`src/rtl/crop_pkg.sv`:
```
// Shared types and helpers for the crop filter stage.
// Pixel width, FSM state codes and counter sizing.
package crop_pkg;

    localparam int PIX_W = 8;

    typedef logic [1:0] state_t;

    localparam state_t IDLE  = 2'd0;
    localparam state_t RUN   = 2'd1;
    localparam state_t DRAIN = 2'd2;
    localparam state_t DONE  = 2'd3;

    function automatic int cnt_w(input int n);
        return (n > 1) ? $clog2(n) : 1;
    endfunction

endpackage

```
`src/rtl/axis_out_reg.sv`:
```
// One-deep AXI-Stream output register.
// Holds data and last stable while the consumer stalls.
module axis_out_reg #(
    parameter int W = 8
) (
    input  logic         clk,
    input  logic         rst_n,
    input  logic         load,
    input  logic [W-1:0] din,
    input  logic         din_last,
    input  logic         tready,
    output logic         tvalid,
    output logic [W-1:0] tdata,
    output logic         tlast
);

    always_ff @(posedge clk or negedge rst_n) begin
        if (!rst_n) begin
            tvalid <= 1'b0;
            tdata  <= '0;
            tlast  <= 1'b0;
        end else if (load) begin
            tvalid <= 1'b1;
            tdata  <= din;
            tlast  <= din_last;
        end else if (tvalid && tready) begin
            tvalid <= 1'b0;
            tlast  <= 1'b0;
        end
    end

endmodule

```
`src/rtl/crop_filter.sv`:
```
// Crops a raster pixel stream to a fixed window at a run-time offset
// and tracks the largest forwarded pixel for the normalisation stage.
module crop_filter
    import crop_pkg::*;
#(
    parameter int IN_ROWS  = 8,
    parameter int IN_COLS  = 8,
    parameter int OUT_ROWS = 4,
    parameter int OUT_COLS = 4
) (
    input  logic                       clk,
    input  logic                       s_axis_resetn,
    input  logic                       ap_start,
    output logic                       ap_done,
    output logic                       ap_ready,
    output logic                       ap_idle,
    input  logic [cnt_w(IN_ROWS)-1:0]  crop_row_start,
    input  logic [cnt_w(IN_COLS)-1:0]  crop_col_start,
    input  logic                       s_axis_tvalid,
    output logic                       s_axis_tready,
    input  logic [PIX_W-1:0]           s_axis_tdata,
    input  logic                       s_axis_tlast,
    output logic                       m_axis_tvalid,
    input  logic                       m_axis_tready,
    output logic [PIX_W-1:0]           m_axis_tdata,
    output logic                       m_axis_tlast,
    output logic [PIX_W-1:0]           max_pixel,
    output logic                       frame_err
);

    localparam int RW = cnt_w(IN_ROWS);
    localparam int CW = cnt_w(IN_COLS);

    localparam logic [RW-1:0] ROW_LAST  = RW'(IN_ROWS - 1);
    localparam logic [RW-1:0] ROW_CLAMP = RW'(IN_ROWS - OUT_ROWS);
    localparam logic [RW-1:0] ROW_SPAN  = RW'(OUT_ROWS - 1);
    localparam logic [CW-1:0] COL_LAST  = CW'(IN_COLS - 1);
    localparam logic [CW-1:0] COL_CLAMP = CW'(IN_COLS - OUT_COLS);
    localparam logic [CW-1:0] COL_SPAN  = CW'(OUT_COLS - 1);

    state_t           state;
    logic [RW-1:0]    row;
    logic [RW-1:0]    row_start;
    logic [RW-1:0]    row_end;
    logic [CW-1:0]    col;
    logic [CW-1:0]    col_start;
    logic [CW-1:0]    col_end;
    logic [PIX_W-1:0] max_r;
    logic             in_win;
    logic             in_hs;
    logic             load;
    logic             col_wrap;
    logic             last_pix;
    logic             win_last;

    // Clamped offsets keep the window end inside the frame, so no overflow.
    assign row_end  = row_start + ROW_SPAN;
    assign col_end  = col_start + COL_SPAN;
    assign in_win   = (row >= row_start) && (row <= row_end) &&
                      (col >= col_start) && (col <= col_end);
    assign col_wrap = (col == COL_LAST);
    assign last_pix = (row == ROW_LAST) && col_wrap;
    assign win_last = (row == row_end) && (col == col_end);

    // Dropped pixels never wait on the output side.
    assign s_axis_tready = (state == RUN) &&
                           (!in_win || !m_axis_tvalid || m_axis_tready);
    assign in_hs = s_axis_tvalid && s_axis_tready;
    assign load  = in_hs && in_win;

    assign ap_done   = (state == DONE);
    assign ap_ready  = (state == IDLE);
    assign ap_idle   = (state == IDLE);
    assign max_pixel = (max_r == '0) ? PIX_W'(1) : max_r;

    always_ff @(posedge clk or negedge s_axis_resetn) begin
        if (!s_axis_resetn) begin
            state     <= IDLE;
            row       <= '0;
            col       <= '0;
            row_start <= '0;
            col_start <= '0;
            max_r     <= '0;
            frame_err <= 1'b0;
        end else begin
            unique case (state)
                IDLE: begin
                    if (ap_start) begin
                        state     <= RUN;
                        row_start <= (crop_row_start > ROW_CLAMP) ?
                                     ROW_CLAMP : crop_row_start;
                        col_start <= (crop_col_start > COL_CLAMP) ?
                                     COL_CLAMP : crop_col_start;
                        row       <= '0;
                        col       <= '0;
                        max_r     <= '0;
                        frame_err <= 1'b0;
                    end
                end
                RUN: begin
                    if (in_hs) begin
                        col <= col_wrap ? '0 : col + CW'(1);
                        if (col_wrap)
                            row <= (row == ROW_LAST) ? '0 : row + RW'(1);
                        if (load && (s_axis_tdata > max_r))
                            max_r <= s_axis_tdata;
                        if (s_axis_tlast != col_wrap)
                            frame_err <= 1'b1;
                        if (last_pix)
                            state <= DRAIN;
                    end
                end
                DRAIN: begin
                    if (!m_axis_tvalid || m_axis_tready)
                        state <= DONE;
                end
                DONE:    state <= IDLE;
                default: state <= IDLE;
            endcase
        end
    end

    axis_out_reg #(
        .W (PIX_W)
    ) u_out (
        .clk      (clk),
        .rst_n    (s_axis_resetn),
        .load     (load),
        .din      (s_axis_tdata),
        .din_last (win_last),
        .tready   (m_axis_tready),
        .tvalid   (m_axis_tvalid),
        .tdata    (m_axis_tdata),
        .tlast    (m_axis_tlast)
    );

endmodule

```
`config.mk`:
```
export PLATFORM = sky130hd
export DESIGN_NAME = crop_filter
export DESIGN_NICKNAME = d
export VERILOG_FILES = /design/src/rtl/crop_pkg.sv /design/src/rtl/axis_out_reg.sv /design/src/rtl/crop_filter.sv
export SDC_FILE = /design/constraint.sdc
export NUM_CORES = 1
export LEC_CHECK = 0
export ABC_AREA = 1
export CAP_MARGIN = 25
export CORE_AREA = 2 2 63 80
export DETAILED_ROUTE_END_ITERATION = 8
export DIE_AREA = 0 0 65 82
export MAX_ROUTING_LAYER = met4
export PLACE_DENSITY = 0.85
export SETUP_SLACK_MARGIN = 0.02
export SLEW_MARGIN = 20
export SYNTH_ARGS = -nofsm -noshare
export SYNTH_HDL_FRONTEND = slang
export SYNTH_SLANG_ARGS = --single-unit
```
`constraint.sdc`:
```
create_clock -name clk -period 6.4 [get_ports clk]
set_input_delay 0.64 -clock clk [delete_from_list [all_inputs] [get_ports clk]]
set_output_delay 0.64 -clock clk [all_outputs]
set_load 0.01 [all_outputs]
```
# After elaboration in Yosys (flattened, before gate mapping)
# Index checks and enable logic that the tools add are counted.
dict set report totals {
  reg_bits 33
  inputBits 20
  output_inout_bits 23
  elab_cells 88
}
dict set report classes {
  addsub 4
  magnitude_cmp 7
  eq_ne 15
  n_mux 27
  n_reduce_logical 25
}
# cell count
set ops {}
lappend ops {{2-to-1 mux 8 bit} 4}
lappend ops {{2-to-1 mux 3 bit} 8}
lappend ops {{one-hot mux 8 bit (2 select lines)} 1}
lappend ops {{AND reduction 4 bit} 4}
lappend ops {{one-hot mux 3 bit (2 select lines)} 2}
lappend ops {{logical AND 1 bit} 10}
lappend ops {{!= test 2 bit, second input constant} 5}
lappend ops {{greater-than comparator 8 bit} 1}
lappend ops {{zero test 8 bit} 1}
lappend ops {{2-to-1 mux 2 bit} 4}
lappend ops {{one-hot mux 2 bit (4 select lines)} 1}
lappend ops {{adder 3 x 1 -> 3 bit, second input constant} 2}
lappend ops {{adder 3 x 2 -> 3 bit, second input constant} 2}
lappend ops {{equality test 3 bit} 2}
lappend ops {{equality test 3 bit, second input constant} 2}
lappend ops {{greater-or-equal comparator 3 bit} 2}
lappend ops {{greater-than comparator 3 bit, second input constant} 2}
lappend ops {{<= comparator 3 bit} 2}
lappend ops {{2-to-1 mux 1 bit} 6}
lappend ops {{equality test 2 bit, second input constant} 2}
lappend ops {{!= test 2 x 1 -> 1 bit, second input constant} 2}
lappend ops {{nonzero test 2 bit} 2}
lappend ops {{logical OR 1 bit} 3}
lappend ops {{AND reduction 3 bit} 1}
lappend ops {{other kinds (6)} 7}

# Depth between registers and ports, before layout
dict set report depth {
  ltp_word 15
  ltp_mapped 14
}

# By module
# From an unflattened synthesis, not the netlist that was laid out.
dict set report unflattened {
  cells_unflattened 266
  area_unflattened_um2 2190.9
}
# mod instances cells_per_inst area_each_um2 seq_area_each_um2
set modules_own_cells {}
lappend modules_own_cells {crop_filter 1 224 1805.5 575.6}
lappend modules_own_cells {axis_out_reg 1 42 385.4 250.2}

# Worst setup path after synthesis
# Ideal clock, no wire load.
dict set report synth_timing {
  path_kind {register to output}
  from {register col_start[0]}
  to {output port s_axis_tready}
  arrival_ps 1666
  t_required_ps 5760
  path_slack_ps 4094
  stages_incl_launch_ff 10
  cell_sequence {dfrtp_1 inv_1 ha_1 xor2_1 ha_1 nand2_1 or2_0 a21oi_2 nor3_2 nor2_1}
}
dict set report synth_via {
  elab_chain_len 7
}
# element line
set synth_rtl {}
lappend synth_rtl {{start: declaration} crop_filter.sv:46} ;# logic [CW-1:0] col_start;
lappend synth_rtl {{start signal: assignment} crop_filter.sv:92} ;# col_start <= (crop_col_start > COL_CLAMP) ?
lappend synth_rtl {{adder 3 x 2 -> 3 bit / greater-or-equal comparator 3 bit (equally long branches)} {crop_filter.sv:58, crop_filter.sv:60}}
lappend synth_rtl {{<= comparator 3 bit / logical AND 1 bit (equally long branches)} {crop_filter.sv:60, crop_filter.sv:59}}
lappend synth_rtl {{logical AND 1 bit (*)} crop_filter.sv:60} ;# (col >= col_start) && (col <= col_end);
lappend synth_rtl {{zero test 1 bit (*)} crop_filter.sv:67} ;# (!in_win || !m_axis_tvalid || m_axis_tready);
lappend synth_rtl {{logical OR 1 bit (*) (2 in series)} crop_filter.sv:67}
lappend synth_rtl {{logical AND 1 bit (*)} crop_filter.sv:66} ;# assign s_axis_tready = (state == RUN) &&
lappend synth_rtl {{end: declaration} crop_filter.sv:20} ;# output logic s_axis_tready,
# Every way passes the cells marked *; elsewhere a longest branch is shown, timed or not.

# Worst setup path in the final report
# Same ends and word-level chain as after synthesis.

==> metrics.yaml <==
rsz0062_at_grt: "no"
tns_ns: 0
die_height_um: 82
cp_max_fo: 3
ioPinCount: 43
gr-usage-all-layers_pct: 20.1
synthesis.nets: 313
vdd_drop_max_mv: 0.212
synth_edf_count: 0
grt_pass1_vias: 1811
p_leak_nw: 1.37
final_antenna_net_count: 0
final_cell_area_um2: 2720
hold_class: "reg2reg"
ys_warn_count: 0
ys_types: 28
cap_viol_max_count: 0
arrival_ns: 2.58
outcome: "finished clean"
ys_seq_elements: 33
fillers: 397
diodes: 0
synth_cells: 263
cts_tree: "built"
cp_data_required_time_ns: 5.76
max_freq_mhz: 310
port_buffers: 42
dp.cells: 354
hpwl_mm: 3.59
p_per_area_nw_per_um2: 390
first_pass_iters: 4
insertion_delay_ns: 0.29
remaining_drc_errors: 0
synthToLayoutAreaGrowth_pct: 26.1
cts_hold_buffers: 0
ys_seq_area_share_pct: 38.2
rows: 28
grt_max_degree: 34
critPathLaunchType: "flop"
fin_cells: 362
drive_gt1_share_pct: 6.62
htree_levels: 2
root_buffer: "clkbuf_8"
ff2ff_setup_slack_ns: 3.37
path_class: "reg2out"
antenna_found_initial: 0
syn_area_um2: 2160
clockBufferDepth: 2
postPlaceCellArea_um2: 2600
initial_core_util_pct: 47.1
postSynthAreaPerCell_um2: 8.21
wl_mm: 4.67
drt-initial-drc-count: 105
layout.nets: 351
tightest_slew_ns: 0.842
cts_resized: 0
endpoint_kind: "primary output"
synth_flop_cell: "dfrtp_1"
cts.sinks: 33
die_area_um2: 5330
slew-limit-headroom_pct: 43.7
via_per_inst: 5.10
skew_ns: 0.00331
synthArstFlopShare_pct: 100
hold_violations: 0
post-route-min-period_ns: 3.22
grt_first_pass_wirelength_mm: 7.92
post-cts-setup-buffer-count: 0
dieWidth_um: 65
clk_pin_slew_worst_paths_ns: 0.07
period_share_pct: 50.4
gp_congestion: 0.833
cts_buffers: 5
wl_per_cell_um: 12.9
vias: 1845
core-area_um2: 4590
gr-total-overflow: 0
drv_slew: 0
setup_violations: 0
[metal layers]
metal,vias up,part of all wire (%),track usage (%)
met1,849,42,23.2
met5,-,0,-
met4,0,4.3,11.9
met3,16,5.3,3.84
li1,923,-,-
met2,57,48,32.6
[power breakdown]
part	switching, mW	internal (mW)
registers	0.0440	0.271
clock network	0.0800	0.127
logic	0.312	0.229
[logic make-up (layout without fill, tap and decap cells)]
family          Yosys count  after routing  share of synthesized area, %
simple gates            110            110                          23.9
fa+ha+maj                30             30                          17.4
flops                    33             33                          38.2
xor+xnor                  3              3                          1.22
compound gates           33             33                          9.15
buf+inv                  54             93                          10.1
[synthesized netlist by cell type, types with 2 or more instances]
master | count | share of area [%]
nand2_1 | 63 | 11
inv_1 | 42 | 7.3
dfrtp_1 | 33 | 38
ha_1 | 30 | 17
nand4_1 | 15 | 4.3
o21ai_0 | 14 | 3.2
nor2_1 | 12 | 2.1
nand3_1 | 11 | 2.5
a21oi_1 | 9 | 2.1
clkbuf_1 | 7 | 1.2
buf_2 | 3 | 0.70
o21ai_1 | 3 | 0.70
xor2_1 | 3 | 1.2
nand3_2 | 2 | 0.93
o21ai_2 | 2 | 0.81
or2_2 | 2 | 0.58
[layout by cell type (no fill, tap or decap), types with 3 or more instances in the layout]
cell	count
a21oi_1	9
clkbuf_8	6
clkdlybuf4s50_1	42
dfrtp_1	33
ha_1	30
inv_1	42
nand2_1	63
nand3_1	11
nand4_1	15
nor2_1	12
o21ai_0	14
o21ai_1	3
xor2_1	3
[per-stage QoR]
step | worst slack [ns] | util (%) | total power, mW | hold slack, ns
floorplan | 4.09 | - | 0.682 | 0.344
detailed placement | 3.35 | 56.7 | 0.858 | 0.476
global placement | 3.42 | 56.7 | 0.840 | 0.479
finish | 3.18 | 59.3 | 1.06 | 0.495
CTS | 3.18 | 59.3 | 1.07 | 0.499
global route | 2.98 | 59.3 | 1.16 | 0.528
[state kept, by name, summed over array words and instances, names as in the netlist, 2 cells and up]
register / cells
max_r: 8
u_out.tdata: 8
col: 3
col_start: 3
row: 3
row_start: 3
state: 2
[worst max-delay path, stage by stage, from the launching register on]
cell             delay [ns]
dfrtp_1                0.35
inv_1                  0.08
ha_1                   0.20
xor2_1                 0.16
ha_1                   0.29
nand2_1                0.07
or2_0                  0.21
a21oi_2                0.16
nor3_2                 0.08
nor2_1                 0.14
clkdlybuf4s50_1        0.56
[cell type report]
cell class	count	area, µm²	area share, %
multi-input combinational	176	1120	41.0
sequential	33	826	30.3
timing repair buffer	43	428	15.7
inverter	42	158	5.79
clock buffer	6	82.6	3.03
tap	60	75.1	2.76
clock inverter	2	37.5	1.38
[final timing paths]
kind,endpoint,depth (start not counted),startpoint
setup / recovery,s_axis_tready,10,col_start[0]$_DFFE_PN0P_
hold / removal,u_out.tdata[4]$_DFFE_PN0P_,2,u_out.tdata[4]$_DFFE_PN0P_
setup reg to reg,max_r[5]$_DFFE_PN0P_,14,row_start[0]$_DFFE_PN0P_
hold reg to reg,u_out.tdata[4]$_DFFE_PN0P_,2,u_out.tdata[4]$_DFFE_PN0P_
max in group asynchronous,col[2]$_DFFE_PN0P_,2,s_axis_resetn
min in group asynchronous,row_start[1]$_DFFE_PN0P_,2,s_axis_resetn
Note: power is estimated with default switching activity, not from simulation.
